[src/rtl/enc_gray_wptr.sv]
// Write-side pointer stage for an async FIFO: binary/Gray write pointer, read-pointer
// synchroniser with Gray-to-binary decode, registered full flag and fill level.
module enc_gray_wptr #(
    parameter int ADDR_W      = 9,
    parameter int PTR_W       = ADDR_W + 1,
    parameter int SYNC_STAGES = 2
) (
    input  logic              clk,
    input  logic              rst,
    input  logic              wr_req,
    input  logic [PTR_W-1:0]  rptr_gray_async,
    output logic              wr_en,
    output logic [ADDR_W-1:0] waddr,
    output logic [PTR_W-1:0]  wptr_bin,
    output logic [PTR_W-1:0]  wptr_gray,
    output logic              full,
    output logic [PTR_W-1:0]  wr_level
);

    // Stage 0 samples the foreign-domain bus; stage SYNC_STAGES-1 is the safe copy.
    logic [SYNC_STAGES-1:0][PTR_W-1:0] sync_q;
    logic [PTR_W-1:0]                  rsync_gray;
    logic [PTR_W-1:0]                  rbin;
    logic [PTR_W-1:0]                  bin_next;
    logic [PTR_W-1:0]                  gray_next;
    logic [PTR_W-1:0]                  full_match;

    always_ff @(posedge clk) begin
        if (rst) begin
            sync_q <= '0;
        end else begin
            sync_q[0] <= rptr_gray_async;
            for (int i = 1; i < SYNC_STAGES; i++) begin
                sync_q[i] <= sync_q[i-1];
            end
        end
    end

    assign rsync_gray = sync_q[SYNC_STAGES-1];

    // Each binary bit is the XOR of all Gray bits at and above it; flat form avoids a
    // ripple through a self-referencing vector.
    for (genvar i = 0; i < PTR_W; i++) begin : g_decode
        assign rbin[i] = ^rsync_gray[PTR_W-1:i];
    end

    assign wr_en     = wr_req & ~full;
    assign waddr     = wptr_bin[ADDR_W-1:0];
    assign bin_next  = wptr_bin + {{(PTR_W-1){1'b0}}, wr_en};
    assign gray_next = bin_next ^ (bin_next >> 1);

    // Write pointer exactly one depth ahead of the read pointer, expressed in Gray.
    assign full_match = {~rsync_gray[PTR_W-1:PTR_W-2], rsync_gray[PTR_W-3:0]};

    always_ff @(posedge clk) begin
        if (rst) begin
            wptr_bin  <= '0;
            wptr_gray <= '0;
            full      <= 1'b0;
            wr_level  <= '0;
        end else begin
            wptr_bin  <= bin_next;
            wptr_gray <= gray_next;
            full      <= (gray_next == full_match);
            wr_level  <= bin_next - rbin;
        end
    end

endmodule

[config.mk]
export PLATFORM = sky130hd
export DESIGN_NAME = enc_gray_wptr
export DESIGN_NICKNAME = d
export VERILOG_FILES = /design/src/rtl/enc_gray_wptr.sv
export SDC_FILE = /design/constraint.sdc
export NUM_CORES = 1
export LEC_CHECK = 0
export CAP_MARGIN = 20
export CORE_AREA = 2 2 91 66
export CTS_BUF_LIST = sky130_fd_sc_hd__clkbuf_16
export CTS_CLUSTER_DIAMETER = 30
export CTS_CLUSTER_SIZE = 30
export DETAILED_ROUTE_END_ITERATION = 8
export DIE_AREA = 0 0 93 68
export PLACE_DENSITY = 0.76
export RECOVER_POWER = 100
export SLEW_MARGIN = 5
export SYNTH_ARGS = -nofsm -noshare
export SYNTH_HDL_FRONTEND = slang
export SYNTH_SLANG_ARGS = --single-unit
[constraint.sdc]
create_clock -name clk -period 4.3 [get_ports clk]
set_input_delay 0.86 -clock clk [delete_from_list [all_inputs] [get_ports clk]]
set_output_delay 0.86 -clock clk [all_outputs]
set_load 0.02 [all_outputs]
[Yosys cells after proc, flatten, opt, wreduce, memory -nomap -nowiden]
Index checks and enable logic that the tools add are counted.
Word-level totals
  flip-flop bits (word level): 51
  bits in latches: 0
  RAM bits: 0
  memory bits (read-only): 0
  memories: 0
Operators by class
  add/sub/neg operators: 2
  $mul: 0
  div/mod/pow operators: 0
  order comparisons: 0
  eq/ne operators: 1
  shift operators: 0
  muxes and demuxes: 0
  bitwise logic cells: 4
  reductions and logical operators: 9
Operator list (number)
  adder 10 x 1 -> 10 bit: 1
  equality test 10 bit: 1
  parity 10 bit: 1
  subtractor 10 bit: 1
  bitwise XOR 10 x 9 -> 10 bit: 1
  parity 9 bit: 1
  parity 8 bit: 1
  parity 7 bit: 1
  parity 6 bit: 1
  parity 5 bit: 1
  parity 4 bit: 1
  parity 3 bit: 1
  NOT 2 bit: 1
  parity 2 bit: 1
  AND 1 bit: 1
  NOT 1 bit: 1

[Logic depth before layout (Yosys ltp)]
Gate-level depths: netlist (run 1).
  word-level depth: 5
  depth in mapped cells: 13

[Worst setup path after synthesis (run 1)]
No wires, ideal clock.
  path type: input -> register
  start: in wr_req
  end: reg wr_level[9]
  setup time: 0.134 ns
  arrival: 3.829 ns
  required time: 4.166 ns
  slack: 0.337 ns
  stages on the path: 12
  buffers on the path: 0
  path through: nor2b_1 ha_1 ha_1 nand3_1 nor2_1 xor2_1 ha_1 a21oi_1 o21bai_1 a21oi_1 nor3b_1 or4_1
On the way
  word-level cells in the longest chain between the ends: 3
RTL lines
  from (decl): line 10  | input logic wr_req,
  AND 1 bit: line 47  | assign wr_en = wr_req & ~full;
  adder 10 x 1 -> 10 bit: line 49  | assign bin_next = wptr_bin + {{(PTR_W-1){1'b0}}, wr_en};
  net bin_next[6]: line 24  | logic [PTR_W-1:0] bin_next;
  subtractor 10 bit: line 65  | wr_level <= bin_next - rbin;
  to (signal assigned): line 65
  to (decl): line 17  | output logic [PTR_W-1:0] wr_level
The timed path passes the listed nets, and every way through them passes these cells.
A chain may end at the register's enable or synchronous reset.

[Worst setup path after layout (run 1)]
  start: in wr_req
  end: reg wr_level[9]
On the way
  word-level cells in the longest chain between the ends: 3
RTL lines (line)
  AND 1 bit: 47
  adder 10 x 1 -> 10 bit: 49
  subtractor 10 bit: 65
No other way between the ends.

==> summary.md, run 1 <==
| Metric | Value |
|---|---|
| Result of the run | completed |
| Detailed-route wire length | 5240 um |
| Worst setup skew after layout | roughly 8.3 ps |
| Startpoint of the most critical register-to-register path | rsync_gray[7] |
| Hold depth | 1 |
| Mean instance size in the synthesized netlist | roughly 9.4 um2 |
| Number of global-route vias before repair | 1856 |
| Row cnt | 23 |
| Count of clock tree sinks | 50 |
| Clk_lat worst skew | 300 ps |
| Antenna-violating nets left | 0 |
| Path class of the lowest-slack min-delay path | reg -> reg |
| Clock tree from TritonCTS | yes |
| Dominant cell type by area after synthesis | sky130_fd_sc_hd__dfxtp_1 |
| Syn_nets | roughly 300 |
| Capturing element type of the critical path | register |
| Critical path launch point | wr_req |
| Die ar. | around 0.0063 mm2 |
| Gate count after technology mapping | around 280 |
| Ys flop type | sky130_fd_sc_hd__dfxtp_1 |
| TritonCTS buffer count | 5 |
| Worst path required time | approximately 4500 ps |
| Fin. max-slew vios | 0 |
| Max Clock Freq | 248 MHz |
| P_leak | about 1.5 nW |
| DRC viols | 0 |
| DRT Pass-1 Iters | 4 |
| Combinational power share | 0.271 |
| Ys async rst share | 0 |
| Final design area excluding fillers | around 0.0033 mm2 |
| Y dimension of the die | about 68 um |
| Startpoint of the most critical hold path | sync_q[3] |
| Initial standard-cell utilization of the core | 0.480 |
| Top library cells by usage in the layout, fill and taps aside | sky130_fd_sc_hd__dfxtp_1, sky130_fd_sc_hd__dlygate4sd3_1, sky130_fd_sc_hd__xnor2_1, sky130_fd_sc_hd__nor2_1, sky130_fd_sc_hd__nor2b_1 |
| Area overhead of the layout relative to synthesis | 25.3% |
| Power spent charging and discharging nets | slightly below 0.4 mW |
| Worst vdd rail ir drop | approximately 180 uV |
| Largest fanout of any net on the critical path | 10 |
| Starting DRC count in detailed routing | 94 |
| Relative max-transition margin | 0.355 |
| Width of the die | a little over 90 um |
| Global-route wire length before repair | roughly 8700 um |
| GR Util All Layers | 0.180 |
| Post-layout minimum cycle time | a little over 4000 ps |
| CTS Root Buffer Type | sky130_fd_sc_hd__clkbuf_16 |
| Switching share of total power | 0.303 |
| Buffer levels on the longest clock path | 2 |
| I/O Buffers | between 50 and 60 |
| Post-synth EDFFs | 0 |
| Total I/O pin count | 54 |
| Fraction of the yosys area taken by sequential cells | 0.378 |
| Count of unique library cells instantiated by Yosys | 51 |
| Via density per instance | approximately 5.1 |
| Antenna violations before repair | 0 |
| Largest net degree at the start of global routing | 53 |
| Global route overflow | 0 |
| Power density relative to cell area | ~380 mW/mm2 |
| CTS H-Tree Depth | 2 |
| Max Cap Viol | 0 |
| Via count | approximately 2000 |
| Total half-perimeter wirelength after legalization and detailed placement | around 4000 um |
| Most common cell after layout, fill and taps aside | sky130_fd_sc_hd__dfxtp_1 |
| Final worst-path cycle share | 0.939 |
| Arrival @ worst endpoint | roughly 4200 ps |
| Logic depth of the worst register-to-register path | 13 |
| Top cell type's share of synthesized area | 0.378 |
| Transition at the pin with the smallest max-transition slack | 960 ps |
| Core Region | ~0.0055 mm2 |
| Type of element launching the critical path | input port |
| WL per Instance | about 13 um |
| Post-route setup TNS | 0 ps |
| Share of cells above drive strength 1 | 0.0554 |
| Final count of hold timing violations | 0 |
| Final-report setup violation count | 0 |
| RSZ-0062 raised after global routing | no |
| Share of power burned in the clock network | 0.321 |
| Placed cell areas | 0.00319 mm2 |
| Inserted Diodes | 0 |
| Cell internal pwr | slightly below 0.9 mW |
| Crit Path Category | in -> reg |
| Clock-pin slew on the worst setup and hold paths | about 70 ps |
| Ys Warns | 0 |
| FF+latch count, synth | 50 |
| Hold-fix buffer count after cts | 0 |
| Leading post-synthesis cells by cell area | sky130_fd_sc_hd__dfxtp_1, sky130_fd_sc_hd__xnor2_1, sky130_fd_sc_hd__nor2b_1 |
| Power share of the sequential group | 0.408 |
| Final net count | ~350 |
| Postcts setup bufs | 0 |
| # fillers | between 400 and 500 |
| Gp weighted congestion | approximately 0.84 |
| Synthesized area | around 0.0027 mm2 |
## final cells by class
cell class              instances  area (um2)  share of cell area
flip-flops and latches         50        1000               0.302
well taps                      75        93.8              0.0283
inverters                      10        37.5              0.0113
clock inverters                 3        28.8             0.00867
clock buffers                   5         125              0.0377
multi-input cells             200        1480               0.446
repair buffers                 57         553               0.167
## layer usage
metal / up-vias / track usage / wire, um
met4: 0 / 0.0938 / 142
met1: 927 / 0.223 / 2430
li1: 1022 / - / -
met5: - / 0 / 0
met3: 13 / 0.0463 / 308
met2: 68 / 0.296 / 2360
## critical path: stages
cell and delay, ps:
sky130_fd_sc_hd__clkdlybuf4s50_1 390, sky130_fd_sc_hd__nor2b_1 140, sky130_fd_sc_hd__ha_1 260, sky130_fd_sc_hd__ha_1 220
sky130_fd_sc_hd__clkbuf_1 160, sky130_fd_sc_hd__xnor2_1 780, sky130_fd_sc_hd__o21ba_1 280, sky130_fd_sc_hd__maj3_1 390
sky130_fd_sc_hd__a31oi_4 230, sky130_fd_sc_hd__nor4b_1 90, sky130_fd_sc_hd__or4_1 410
## what timing repair did
| action | in CTS | in global routing |
|---|---|---|
| endpoints found under the setup margin | 0 | 1 |
| endpoints found under the hold margin | 0 | 0 |
| gates resized for setup | 0 | 1 |
## path summary, 6_finish.rpt
| check | to | slack [ps] |
|---|---|---|
| worst min-delay path | rsync_gray[3] | 440 |
| worst max register to register | wr_level[6] | 320 |
| worst min register to register | rsync_gray[3] | 440 |
| worst max-delay path | wr_level[9] | 260 |
## cell families after synthesis
kind of cell / after synthesis / share of synthesized area
compound gates: 28 / 0.0770
xor+xnor: 46 / 0.192
fa+ha+maj: 12 / 0.0581
buf+inv: 31 / 0.0590
flops: 50 / 0.378
mux: 1 / 0.00425
simple gates: 113 / 0.232
## metrics by stage
stage / total power [mW] / worst slack (ps) / util / hold slack (ps) / cells
6_report: 1.27 / 260 / 0.601 / 437 / 400
2_1_floorplan: 0.773 / 337 / - / 414 / 281
3_3_place_gp: 0.884 / 195 / 0.577 / 417 / 392
3_5_place_dp: 0.891 / 12.7 / 0.577 / 420 / 392
5_1_grt: 1.34 / 63.1 / 0.601 / 449 / 400
4_1_cts: 1.30 / 240 / 0.604 / 437 / 400
## power groups by stage
| stage | logic [mW] | clock network (mW) | registers [mW] |
|---|---|---|---|
| 2_1_floorplan | 0.198 | 0 | 0.575 |
| 3_3_place_gp | 0.352 | 0 | 0.532 |
| 3_5_place_dp | 0.358 | 0 | 0.533 |
| 4_1_cts | 0.361 | 0.420 | 0.522 |
| 5_1_grt | 0.382 | 0.435 | 0.524 |
| 6_report | 0.345 | 0.409 | 0.520 |
## cells in the mapped netlist (8+ instances only)
library cell / n
sky130_fd_sc_hd__dfxtp_1: 50
sky130_fd_sc_hd__nand3_1: 9
sky130_fd_sc_hd__buf_4: 10
sky130_fd_sc_hd__nand2_1: 14
sky130_fd_sc_hd__clkbuf_1: 8
sky130_fd_sc_hd__nor2b_1: 23
sky130_fd_sc_hd__xor2_1: 10
sky130_fd_sc_hd__ha_1: 9
sky130_fd_sc_hd__nor2_1: 28
sky130_fd_sc_hd__inv_1: 10
sky130_fd_sc_hd__and2_1: 8
sky130_fd_sc_hd__a21oi_1: 8
sky130_fd_sc_hd__xnor2_1: 29
## flip-flops by register name (all words and copies together), names as in the netlist
name	cells
wptr_gray	9
wr_level	10
rsync_gray	10
sync_q	10
wptr_bin	10
full	1
Power figures use the tool's default switching activity.
==> run 2, diff against run 1 <==
--- a/config.mk
+++ b/config.mk
@@ -6,12 +6,12 @@
 export NUM_CORES = 1
 export LEC_CHECK = 0
 export CAP_MARGIN = 20
-export CORE_AREA = 2 2 91 66
+export CORE_AREA = 2 2 90 66
 export CTS_BUF_LIST = sky130_fd_sc_hd__clkbuf_16
 export CTS_CLUSTER_DIAMETER = 30
 export CTS_CLUSTER_SIZE = 30
 export DETAILED_ROUTE_END_ITERATION = 8
-export DIE_AREA = 0 0 93 68
+export DIE_AREA = 0 0 92 68
 export PLACE_DENSITY = 0.76
 export RECOVER_POWER = 100
 export SLEW_MARGIN = 5
==> run 2 against run 1 <==
- clock power grew 12%
- power is 4.1% higher
- non-clock buffer count unchanged
- first-iteration DRC count up 50%
- core utilization grew 1.3 points
- critical path type is now reg -> reg
- highest routed layer unchanged
==> summary.md, run 2 (synthesis gave the netlist of run 1 again) <==
| Metric | Value |
|---|---|
| Result of the run | completed |
| Relative max-transition margin | 0.666 (+0.311) |
| Clock tree from TritonCTS | yes |
| Row cnt | 23 (unchanged) |
| Share of cells above drive strength 1 | 0.0585 (+0.00308) |
| Hold-fix buffer count after cts | 0 (unchanged) |
| Final worst-path cycle share | 0.940 (about the same) |
| WL per Instance | 13.0 um (-0.69%) |
| TritonCTS buffer count | 5 (unchanged) |
| CTS H-Tree Depth | 2 (unchanged) |
| Area overhead of the layout relative to synthesis | 26.7% |
| Fin util | 0.614 (+0.0134) |
| DRT Pass-1 Iters | 4 (unchanged) |
| Worst vdd rail ir drop | 256 uV (+39%) |
| Path class of the lowest-slack min-delay path | reg -> reg |
| Worst setup skew after layout | 4.77 ps (-3.52 ps) |
| Buffer levels on the longest clock path | 2 (unchanged) |
| Worst path required time | 4480 ps (about the same) |
| Post-layout total power | 1.33 mW (+4.1%) |
| Antenna violations before repair | 0 (unchanged) |
| Clock-pin slew on the worst setup and hold paths | 70 ps (about the same) |
| Via count | 1991 (-1.9%) |
| Y dimension of the die | 68 um (unchanged) |
| Crit Path Category | reg -> reg |
| Detailed-route wire length | 5210 um (-0.69%) |
| GR Util All Layers | 0.174 (-0.00619) |
| Number of global-route vias before repair | 1767 (-4.8%) |
| Max Clock Freq | 247 MHz (about the same) |
| Minimum setup slack in the final design | 257 ps (-3.46 ps) |
| WP buf/inv | 0 (-2) |
| Slowest Stage Delay on Critical Path | 510 ps (-270 ps) |
| I/O Buffers | 53 (unchanged) |
| Width of the die | 92 um (-1.1%) |
| Area used by multi-input combinational logic | 0.00150 mm2 (+1.3%) |
| Final-report setup violation count | 0 (unchanged) |
| Antenna-violating nets left | 0 (unchanged) |
| Power density relative to cell area | 395 mW/mm2 (+2.9%) |
| Critical path's top delay family | XOR/XNOR gates |
| Post-layout minimum cycle time | 4040 ps (+3.46 ps) |
| Worst hold-check slack | 434 ps (-2.83 ps) |
| Largest net degree at the start of global routing | 44 (-17%) |
| Largest fanout of any net on the critical path | 6 (-4) |
| Number of cells in the design after placement | 392 (unchanged) |
| Transition at the pin with the smallest max-transition slack | 497 ps (-463 ps) |
| Global-route wire length before repair | 8360 um (-3.6%) |
| RSZ-0062 raised after global routing | no |
| Register area | 0.00100 mm2 (unchanged) |
| Post-route setup TNS | 0 ps (unchanged) |
| Total half-perimeter wirelength after legalization and detailed placement | 3850 um (-4.4%) |
| Initial standard-cell utilization of the core | 0.485 (+0.00505) |
| # fillers | 468 (-4.9%) |
| Fin. max-slew vios | 0 (unchanged) |
| Placed cell areas | 0.00319 mm2 (unchanged) |
| Core Region | 0.00547 mm2 (-1.0%) |
| Final count of hold timing violations | 0 (unchanged) |
| Type of element launching the critical path | register |
| Total I/O pin count | 54 (unchanged) |
| Gp weighted congestion | 0.869 (+3.4%) |
| Clk_lat worst skew | 290 ps (about the same) |
| Final net count | 347 (unchanged) |
| Final design area excluding fillers | 0.00336 mm2 (+1.2%) |
| Count of clock tree sinks | 50 (unchanged) |
| Global route overflow | 0 (unchanged) |
| Starting DRC count in detailed routing | 141 (+50%) |
| Die ar. | 0.00626 mm2 (-1.1%) |
| Non-filler instance count after layout | 400 (unchanged) |
| Arrival @ worst endpoint | 4220 ps (about the same) |
| Crit-path cells | xor3_2 -> xnor3_2 -> or2_1 -> nand2_1 -> xor2_2 -> xor2_1 -> ha_1 -> fa_1 -> nor2_1 -> maj3_1 -> a31oi_2 -> nor4_1 -> a311o_1 |
| Inserted Diodes | 0 (unchanged) |
| Top library cells by usage in the layout, fill and taps aside | sky130_fd_sc_hd__dfxtp_1, sky130_fd_sc_hd__dlygate4sd3_1, sky130_fd_sc_hd__xnor2_1, sky130_fd_sc_hd__nor2_1, sky130_fd_sc_hd__nor2b_1 |
| P_leak | 1.46 nW (+0.65%) |
| DRC viols | 0 (unchanged) |
| Most common cell after layout, fill and taps aside | sky130_fd_sc_hd__dfxtp_1 |
| Worst setup slack after placement | 38.8 ps (+26.1 ps) |
| Capturing element type of the critical path | register |
| CTS Root Buffer Type | sky130_fd_sc_hd__clkbuf_16 |
| Max Cap Viol | 0 (unchanged) |
| Via density per instance | 4.98 (-1.9%) |
| Critical Path Slowest Stage Cell | sky130_fd_sc_hd__xor3_2 |
[run 2: cell types whose count changed in the layout (fill, tap and decap cells not counted), sizes merged]
cell	change
bufinv	+1
clkinv	-1
clkinvlp	+1
inv	-1
[run 2: final cells by class]
class	instances	area share
multi-input combinational	200	0.446
sequential	50	0.298
timing repair buffer	57	0.165
clock buffer	5	0.0373
tap	75	0.0279
clock inverter	3	0.0145
inverter	10	0.0112
[run 2: layer usage]
metal / part of all wire / up-vias / global-route usage
met2: 0.44 / 65 / 0.291
met4: 0.011 / 0 / 0.0634
li1: - / 1016 / -
met5: 0 / - / 0
met3: 0.061 / 6 / 0.0452
met1: 0.49 / 904 / 0.222
[run 2: power breakdown]
group / internal [mW] / leakage [nW] / switching [mW] / total [mW]
sequential: 0.506 / 0.411 / 0.0149 / 0.521
combinational: 0.161 / 0.970 / 0.186 / 0.347
clock: 0.278 / 0.0819 / 0.180 / 0.459
total: 0.945 / 1.46 / 0.382 / 1.33
[run 2: timing repair]
item / CTS / global route
endpoints found under the hold margin: 0 / 0
setup endpoints to repair: 0 / 1
setup buffers: 0 / 0
gates resized for setup: 0 / 1
[run 2: final timing paths]
kind / start / endpoint / slack [ps] / depth (start not counted)
worst max-delay path: rsync_gray[7] / wr_level[6] / 260 / 13
worst min-delay path: sync_q[4] / rsync_gray[4] / 430 / 1
worst max register to register: rsync_gray[7] / wr_level[6] / 260 / 13
worst min register to register: sync_q[4] / rsync_gray[4] / 430 / 1
==> run 3, diff against run 2 <==
--- a/config.mk
+++ b/config.mk
@@ -14,6 +14,7 @@
 export DIE_AREA = 0 0 92 68
 export PLACE_DENSITY = 0.76
 export RECOVER_POWER = 100
+export REMOVE_ABC_BUFFERS = 1
 export SLEW_MARGIN = 5
 export SYNTH_ARGS = -nofsm -noshare
 export SYNTH_HDL_FRONTEND = slang
==> run 3 against run 2 <==
- via count decreased by 0.90%
- sequential power hardly changed
- critical path type unchanged
- count of clock-buffer cells in the layout did not move
- design area shrank 0.71%
- setup slack better by 52 ps
- non-clock buffer count is 1 higher
- largest power group unchanged
==> summary.md, run 3 (synthesis gave the netlist of run 1 again) <==
| Metric | Value |
|---|---|
| Final count of hold timing violations | 0 (unchanged) |
| Starting DRC count in detailed routing | 84 (-40%) |
| Startpoint of the most critical hold path | sync_q[3] |
| Max Clock Freq | 251 MHz (+1.3%) |
| Via count | 1973 (-0.90%) |
| Final design area excluding fillers | 0.00333 mm2 (-0.71%) |
| Non-filler instance count after layout | 401 (+0.25%) |
| Largest fanout of any net on the critical path | 6 (unchanged) |
| Type of element launching the critical path | register |
| Worst setup skew after layout | 4.58 ps (-0.186 ps) |
| Count of clock tree sinks | 50 (unchanged) |
| Width of the die | 92 um (unchanged) |
| Max Cap Viol | 0 (unchanged) |
| Final-report setup violation count | 0 (unchanged) |
| Capturing element type of the critical path | register |
| Postcts setup bufs | 0 (unchanged) |
| Switching share of total power | 0.299 (+0.0116) |
| Worst path required time | 4480 ps (about the same) |
| Minimum setup slack in the final design | 309 ps (+52.0 ps) |
| Final worst-path cycle share | 0.928 (-0.0121) |
| Largest net degree at the start of global routing | 27 (-39%) |
| Placed cell areas | 0.00319 mm2 (+0.24%) |
| GR Util All Layers | 0.182 (+0.00826) |
| Relative max-transition margin | 0.330 (-0.336) |
| Slowest Stage Delay on Critical Path | 510 ps (about the same) |
| Most common cell after layout, fill and taps aside | sky130_fd_sc_hd__dfxtp_1 |
| Detailed-route wire length | 5110 um (-1.9%) |
| Critical Path Slowest Stage Cell | sky130_fd_sc_hd__xor3_2 |
| Result of the run | completed |
| Hold-fix buffer count after cts | 0 (unchanged) |
| Y dimension of the die | 68 um (unchanged) |
| RSZ-0062 raised after global routing | no |
| I/O Buffers | 53 (unchanged) |
| Combinational power share | 0.270 (+0.009) |
| Buffer levels on the longest clock path | 2 (unchanged) |
| P_leak | 1.46 nW (-0.38%) |
| Transition at the pin with the smallest max-transition slack | 1010 ps (+508 ps) |
| Area overhead of the layout relative to synthesis | 25.8% |
| DRC viols | 0 (unchanged) |
| Total half-perimeter wirelength after legalization and detailed placement | 3850 um (-0.23%) |
| Fin. max-slew vios | 0 (unchanged) |
| TritonCTS buffer count | 5 (unchanged) |
| Post-route setup TNS | 0 ps (unchanged) |
| Total I/O pin count | 54 (unchanged) |
| Critical path launch point | rsync_gray[7] |
| Post-layout minimum cycle time | 3990 ps (-52.0 ps) |
| Via density per instance | 4.92 (-1.2%) |
| Power share of the sequential group | 0.410 (+0.017) |
| Number of global-route vias before repair | 1871 (+5.9%) |
| Global route overflow | 0 (unchanged) |
| Arrival @ worst endpoint | 4170 ps (-50 ps) |
| Number of cells in the design after placement | 393 (+0.26%) |
| Core Region | 0.00547 mm2 (unchanged) |
| Power density relative to cell area | 379 mW/mm2 (-3.9%) |
| Share of power burned in the clock network | 0.320 (-0.026) |
| Final net count | 348 (+0.29%) |
| Gp weighted congestion | 0.925 (+6.4%) |
| Global-route wire length before repair | 8940 um (+6.9%) |
| Fin util | 0.610 (-0.00435) |
| Antenna violations before repair | 0 (unchanged) |
| Share of cells above drive strength 1 | 0.0613 (+0.00289) |
| DRT Pass-1 Iters | 4 (unchanged) |
| Crit-path cells | xor3_2 -> xnor3_2 -> or2_1 -> nand2_1 -> xor2_2 -> xor2_1 -> ha_1 -> fa_1 -> nor2_1 -> maj3_1 -> a31oi_2 -> nor4_1 -> a311o_1 |
| Power spent charging and discharging nets | 0.379 mW (-0.76%) |
| CTS Root Buffer Type | sky130_fd_sc_hd__clkbuf_16 |
| CTS H-Tree Depth | 2 (unchanged) |
| Die ar. | 0.00626 mm2 (unchanged) |
| Cell internal pwr | 0.887 mW (-6.2%) |
| Crit Path Category | reg -> reg |
| Worst vdd rail ir drop | 234 uV (-8.3%) |
| Inserted Diodes | 0 (unchanged) |
| Path class of the lowest-slack min-delay path | reg -> reg |
| Clock-pin slew on the worst setup and hold paths | 70 ps (about the same) |
| # fillers | 477 (+1.9%) |
| Initial standard-cell utilization of the core | 0.485 (unchanged) |
| Top library cells by usage in the layout, fill and taps aside | sky130_fd_sc_hd__dfxtp_1, sky130_fd_sc_hd__dlygate4sd3_1, sky130_fd_sc_hd__xnor2_1, sky130_fd_sc_hd__nor2_1, sky130_fd_sc_hd__nor2b_1 |
| Antenna-violating nets left | 0 (unchanged) |
| Row cnt | 23 (unchanged) |
| WL per Instance | 12.7 um (-2.1%) |
| WP buf/inv | 0 (unchanged) |
| Clk_lat worst skew | 290 ps (about the same) |
| Startpoint of the most critical register-to-register path | rsync_gray[7] |
| Clock tree from TritonCTS | yes |
| Critical path's top delay family | XOR/XNOR gates |
| Worst setup slack after placement | 136 ps (+97.4 ps) |
run 3: changes by cell type in the layout (fill, tap and decap cells not counted), sizes merged:
cell      before  now
clkinv         0    1
clkbuf         7    8
bufinv         1    0
clkinvlp       1    0
inv           11   12
run 3: worst register-to-register path, stage by stage, from the launching register on:
cell,delay [ps]
sky130_fd_sc_hd__dfxtp_1,360
sky130_fd_sc_hd__xor3_2,510
sky130_fd_sc_hd__xnor3_2,470
sky130_fd_sc_hd__or2_1,290
sky130_fd_sc_hd__nand2_1,180
sky130_fd_sc_hd__xor2_2,270
sky130_fd_sc_hd__xor2_1,180
sky130_fd_sc_hd__ha_1,220
sky130_fd_sc_hd__fa_1,270
sky130_fd_sc_hd__nor2_1,70
sky130_fd_sc_hd__maj3_1,370
sky130_fd_sc_hd__a31oi_2,300
sky130_fd_sc_hd__nor4_1,120
sky130_fd_sc_hd__a311o_1,290
run 3: final cells by class:
cell class / count / area (um2) / area share
Inverter: 10 / 37.5 / 0.0113
Sequential cell: 50 / 1000 / 0.300
Multi-Input combinational cell: 200 / 1490 / 0.447
Clock buffer: 5 / 125 / 0.0375
Timing Repair Buffer: 58 / 557 / 0.167
Tap cell: 75 / 93.8 / 0.0281
Clock inverter: 3 / 28.8 / 0.00863
run 3: final timing paths:
kind | end | depth (start not counted) | slack [ps]
setup / recovery | wr_level[6] | 13 | 310
hold / removal | rsync_gray[3] | 1 | 440
setup reg to reg | wr_level[6] | 13 | 310
hold reg to reg | rsync_gray[3] | 1 | 440
run 3: what timing repair did:
| action | CTS | global route |
|---|---|---|
| hold endpoints to repair | 0 | 0 |
| endpoints found under the setup margin | 0 | 2 |
| gates resized for setup | 0 | 1 |
run 3: metal layers:
layer / global-route usage / vias to the layer above / share of wire
met2: 0.278 / 46 / 0.43
met3: 0.0396 / 11 / 0.043
li1: - / 1022 / -
met4: 0.0541 / 0 / 0.014
met5: 0 / - / 0
met1: 0.261 / 894 / 0.51
run 3: power by group through the flow:
stage	Clock (mW)	Sequential, mW	Combinational, mW
5_1_grt	0.437	0.525	0.380
3_5_place_dp	0	0.532	0.359
6_report	0.404	0.519	0.342
3_3_place_gp	0	0.531	0.353
4_1_cts	0.412	0.522	0.361
2_1_floorplan	0	0.578	0.186
run 3: per-stage QoR:
step	power (mW)	hold slack [ps]
final	1.27	435
after global routing	1.34	460
after CTS	1.29	437
after detailed placement	0.892	420
after global placement	0.885	419
after floorplan	0.765	414
